## config.mk

```make
export PLATFORM = sky130hd
export DESIGN_NAME = fifo_readout_ctrl
export DESIGN_NICKNAME = d
export VERILOG_FILES = /design/src/rtl/adc_cap_pkg.sv /design/src/rtl/fifo_readout_ctrl.sv
export SDC_FILE = /design/constraint.sdc
export NUM_CORES = 1
export LEC_CHECK = 0
export ABC_AREA = 1
export CAP_MARGIN = 0
export CORE_ASPECT_RATIO = 1.1
export CORE_MARGIN = 2
export CORE_UTILIZATION = 50
export CTS_BUF_LIST = sky130_fd_sc_hd__clkbuf_8
export DETAILED_ROUTE_END_ITERATION = 7
export GPL_ROUTABILITY_DRIVEN = 0
export PLACE_DENSITY = 0.82
export SETUP_SLACK_MARGIN = 0.15
export SLEW_MARGIN = 40
export SYNTH_ARGS = -nofsm -noshare
export SYNTH_HDL_FRONTEND = slang
export SYNTH_SLANG_ARGS = --single-unit
```

## constraint.sdc

```tcl
create_clock -name rdclk -period 2.65 [get_ports rdclk]
set_input_delay 0.265 -clock rdclk [delete_from_list [all_inputs] [get_ports rdclk]]
set_output_delay 0.265 -clock rdclk [all_outputs]
set_load 0.03 [all_outputs]
```

## src/rtl/adc_cap_pkg.sv

```systemverilog
// Shared definitions for the ADC capture path: readout state encoding,
// default drain depth and word-counter width derivation.
`default_nettype none

package adc_cap_pkg;

  localparam int NWORDS_DEFAULT = 65536;

  // The counter must be able to hold NWORDS itself, not just NWORDS-1.
  function automatic int cw_for(input int nwords);
    return $clog2(nwords + 1);
  endfunction

  localparam int CW_DEFAULT = cw_for(NWORDS_DEFAULT);

  typedef enum logic [2:0] {
    ST_IDLE  = 3'd0,
    ST_FETCH = 3'd1,
    ST_LOAD  = 3'd2,
    ST_LO    = 3'd3,
    ST_HI    = 3'd4,
    ST_DONE  = 3'd5
  } rd_state_e;

endpackage

`default_nettype wire

```

## src/rtl/fifo_readout_ctrl.sv

```systemverilog
// Drains NWORDS 16-bit words from the capture FIFO read port and streams
// them as bytes (low byte first) over a valid/ready handshake.
`default_nettype none

module fifo_readout_ctrl
  import adc_cap_pkg::*;
#(
  parameter int NWORDS = NWORDS_DEFAULT,
  parameter int CW     = cw_for(NWORDS)
) (
  input  logic          rdclk,
  input  logic          rst_n,
  input  logic          start,
  input  logic          abort,
  input  logic [15:0]   data_out,
  output logic          rden,
  output logic [7:0]    byte_out,
  output logic          byte_valid,
  input  logic          byte_ready,
  output logic          busy,
  output logic          done,
  output logic [CW-1:0] words_left
);

  localparam logic [CW-1:0] NWORDS_W = CW'(NWORDS);

  rd_state_e     state_q, state_d;
  logic [CW-1:0] words_left_q, words_left_d;
  logic [15:0]   word_q, word_d;

  always_ff @(posedge rdclk or negedge rst_n) begin
    if (!rst_n) begin
      state_q      <= ST_IDLE;
      words_left_q <= '0;
      word_q       <= '0;
    end else begin
      state_q      <= state_d;
      words_left_q <= words_left_d;
      word_q       <= word_d;
    end
  end

  always_comb begin
    state_d      = state_q;
    words_left_d = words_left_q;
    word_d       = word_q;

    case (state_q)
      ST_IDLE: begin
        if (start) begin
          state_d      = ST_FETCH;
          words_left_d = NWORDS_W;
        end
      end
      ST_FETCH: begin
        words_left_d = words_left_q - CW'(1);
        state_d      = ST_LOAD;
      end
      ST_LOAD: begin
        word_d  = data_out;
        state_d = ST_LO;
      end
      ST_LO: begin
        if (byte_ready) state_d = ST_HI;
      end
      ST_HI: begin
        if (byte_ready) state_d = (words_left_q != '0) ? ST_FETCH : ST_DONE;
      end
      ST_DONE: state_d = ST_IDLE;
      default: state_d = ST_IDLE;
    endcase

    // Abort overrides any handshake; DONE already leads straight back to IDLE.
    if (abort && (state_q != ST_IDLE) && (state_q != ST_DONE)) state_d = ST_DONE;
  end

  // Every output decodes registered state only, so byte_ready never reaches them combinationally.
  assign rden       = (state_q == ST_FETCH);
  assign byte_valid = (state_q == ST_LO) || (state_q == ST_HI);
  assign byte_out   = (state_q == ST_LO) ? word_q[7:0]
                    : (state_q == ST_HI) ? word_q[15:8]
                    : 8'h00;
  assign busy       = (state_q != ST_IDLE);
  assign done       = (state_q == ST_DONE);
  assign words_left = words_left_q;

endmodule

`default_nettype wire

```

==> impl_metrics.yaml <==
critical_path:
  cp-start-kind: "flop"
  r2r-start: "state_q[2]$_DFFE_PN0P_"
  cp.arrival_ns: 2.16
  r2r-end: "words_left[9]$_DFFE_PN0P_"
  crit_type: "flop to primary output"
  reg2reg_depth: 8
  worst_setup_path_end_kind: "primary output"
  rrSetupSlack_ns: 1.13
  crit_fanout: 9
  required_ns: 2.38
final_layout:
  utilization_pct: 67.9
  fillers: 330
  stdcell_count: 340
  nets: 310
  syn2layout_area_growth_pct: 32.9
  fin_area_um2: 2650
  drive_gt1_share_pct: 13.9
  antenna_cells: 0
timing:
  relSlewSlack_pct: 70.5
  worst_pin_slew_ns: 0.443
  hold_viol: 0
  period_needed_ns: 2.42
  rsz0062_at_grt: "no"
  setup_viol: 0
  finalSetupTns_ns: 0
  skew_ns: 0.00431
  timing.fmax_ghz: 0.413
  report.final.slew_viol_count: 0
  post-route-period-util_pct: 91.5
  holdWs_ns: 0.392
yosys:
  synth_top_area_share_pct: 45.2
  synth-seq-cells: 36
  synth_top_family_by_area: "simple AND/OR/NAND/NOR gates"
  synth_xor_area_share_pct: 0.879
  muxShareOfSynthArea_pct: 10.7
  synth-compound-area-share_pct: 8.10
  synth_fp_nets: 255
  netlist_area_um2: 1990
  synth_seq_area_share_pct: 45.2
  netlist-cell-type-count: 31
  synth_cells: 233
  ys.flop_type: "dfrtp_1"
  avgSynthCellArea_um2: 8.55
  synthAdderAreaFrac_pct: 0.628
  yosys.area_share.simple_pct: 26.6
  ys_async_sr_fraction_pct: 100
  synth_edf_count: 0
  yosysWarnings: 0
  synth_area_leaders: "dfrtp_1, nand2_1, mux2_4"
  yosysTopAreaCell: "dfrtp_1"
grt:
  grt_max_degree: 37
  grt_pass1_vias: 1829
  overflow: 0
  grt_use_total_pct: 22.0
  antenna_found_initial: 0
  grt_pass1_wl_um: 7720
place:
  io_buffers: 49
  placed_area_um2: 2530
  place_inst: 333
  hpwl_um: 3180
drt:
  vias_per_cell: 5.08
  drt-pass1-iter-count: 4
  post-route-drc-count: 0
  vias: 1726
  drt_iter0_markers: 103
  routed_wirelength_um: 4260
  wl_per_cell_um: 12.5
  ant_nets: 0
power_and_ir_drop:
  irDropWorstVdd_uv: 664
  p_seq_share_pct: 30.0
  p_switching_mw: 1.61
  p_int_mw: 1.88
  p_per_area_nw_per_um2: 1320
  power_frac_clock_pct: 12.1
  p_sw_share_pct: 46.2
  p_comb_share_pct: 57.8
  p_leak_nw: 1.43
clocking:
  clkSinkCount: 36
  clk_pin_slew_ns: 0.07
  tritoncts: "built"
  cts_buffer_depth: 2
  cts_buffers: 5
  ctsHtreeMaxLevel: 2
  clockRootBuffer: "clkbuf_8"
  clock_latency_ns: 0.29
floorplanning:
  start_util_pct: 51.1
  die_h_um: 70.2
  die_area_um2: 4510
  std_cell_rows: 24
  core_area_um2: 3900
  die_w_um: 64.2
  io_pins: 50
run:
  maxCapViolations: 0
min_path:
  worstHoldPathType: "input pin to async pin"
outcome:
  status: "finished, final reports clean"
per-layer routing:
| layer | vias up | wire (um) | share of wire [%] | GRT usage [%] |
|---|---|---|---|---|
| li1 | 858 | - | - | - |
| met1 | 794 | 1770 | 42 | 25.1 |
| met2 | 64 | 2140 | 50 | 38.2 |
| met3 | 10 | 259 | 6.1 | 4.03 |
| met4 | 0 | 89 | 2.1 | 12.3 |
| met5 | - | 0 | 0 | 0 |
power by group through the flow:
stage          clock network (mW)  logic (mW)  registers (mW)
2_1_floorplan                   0        1.25            1.20
3_3_place_gp                    0        1.98            1.05
3_5_place_dp                    0        2.03            1.05
4_1_cts                     0.436        2.04            1.05
5_1_grt                     0.455        2.24            1.09
6_report                    0.424        2.02            1.05
sequential cells by signal, indices dropped and copies added (netlist names):
register / count
state_q: 3
words_left: 17
word_q: 16
cells in the mapped netlist (2+ instances only):
library cell / instances
nor2_1: 30
dfrtp_1: 36
o21ai_0: 6
inv_2: 4
buf_6: 2
inv_1: 28
a22o_1: 8
nand2_4: 3
mux2_2: 7
clkinv_1: 2
o21ai_1: 3
nand4_1: 2
nor2_2: 3
mux2_4: 9
nand3_1: 20
o22ai_1: 3
nand2_1: 53
stage by stage:
step	setup WS [ns]	power, mW
2_1_floorplan	1.15	2.45
3_3_place_gp	0.630	3.03
3_5_place_dp	0.562	3.08
4_1_cts	0.215	3.52
5_1_grt	0.153	3.78
6_report	0.226	3.49
what timing repair did:
item,in CTS,in global routing
setup endpoints to repair,0,6
gates resized for setup,0,7
hold buffers,0,0
setup buffers,0,0
cells in the final DEF (no fill, tap or decap), types with 2 or more instances in the layout:
| master | n |
|---|---|
| inv_1 | 28 |
| dfrtp_1 | 36 |
| o21ai_0 | 6 |
| dlymetal6s2s_1 | 6 |
| inv_2 | 4 |
| nand2_1 | 53 |
| mux2_4 | 9 |
| clkbuf_8 | 7 |
| nand3_1 | 20 |
| nand2_4 | 3 |
| nor2_1 | 30 |
| clkdlybuf4s50_1 | 43 |
| o22ai_1 | 3 |
| mux2_2 | 7 |
| a22o_1 | 8 |
| o21ai_1 | 3 |
| nor2_2 | 3 |
| nand4_1 | 2 |
final cells by class:
cell class / instances / area (um^2) / share of cell area (%)
flip-flops and latches: 36 / 901 / 34.0
clock buffers: 7 / 96.3 / 3.64
inverters: 35 / 138 / 5.20
repair buffers: 50 / 513 / 19.4
multi-input cells: 160 / 936 / 35.3
well taps: 52 / 65.1 / 2.46
how the worst max path moves through the flow:
| stage | from | endpoint | slack (ns) |
|---|---|---|---|
| detailed placement | state_q[0]$_DFFE_PN0P_ | byte_out[5] | 0.56 |
| finish | state_q[0]$_DFFE_PN0P_ | byte_out[0] | 0.23 |
| global placement | state_q[0]$_DFFE_PN0P_ | byte_out[0] | 0.63 |
| global route | state_q[0]$_DFFE_PN0P_ | byte_out[7] | 0.15 |
| floorplan | words_left[0]$_DFFE_PN0P_ | words_left[16]$_DFFE_PN0P_ | 1.15 |
| CTS | state_q[0]$_DFFE_PN0P_ | byte_out[5] | 0.22 |
critical path: stages (launching register included):
cell and delay, ns:
dfrtp_1 0.47, nor2_2 0.27, nand2_1 0.12, clkinv_1 0.19, a22o_1 0.16, clkdlybuf4s50_1 0.66
logic make-up after synthesis:
family,after synthesis
DFF,36
xor gates and xnor gates,2
muxes,16
adders and majority gates,1
AOI/OAI and AO/OA,24
and+or+nand+nor,117
buffers and inverters,37
No activity file was read; power rests on OpenSTA's default activity.
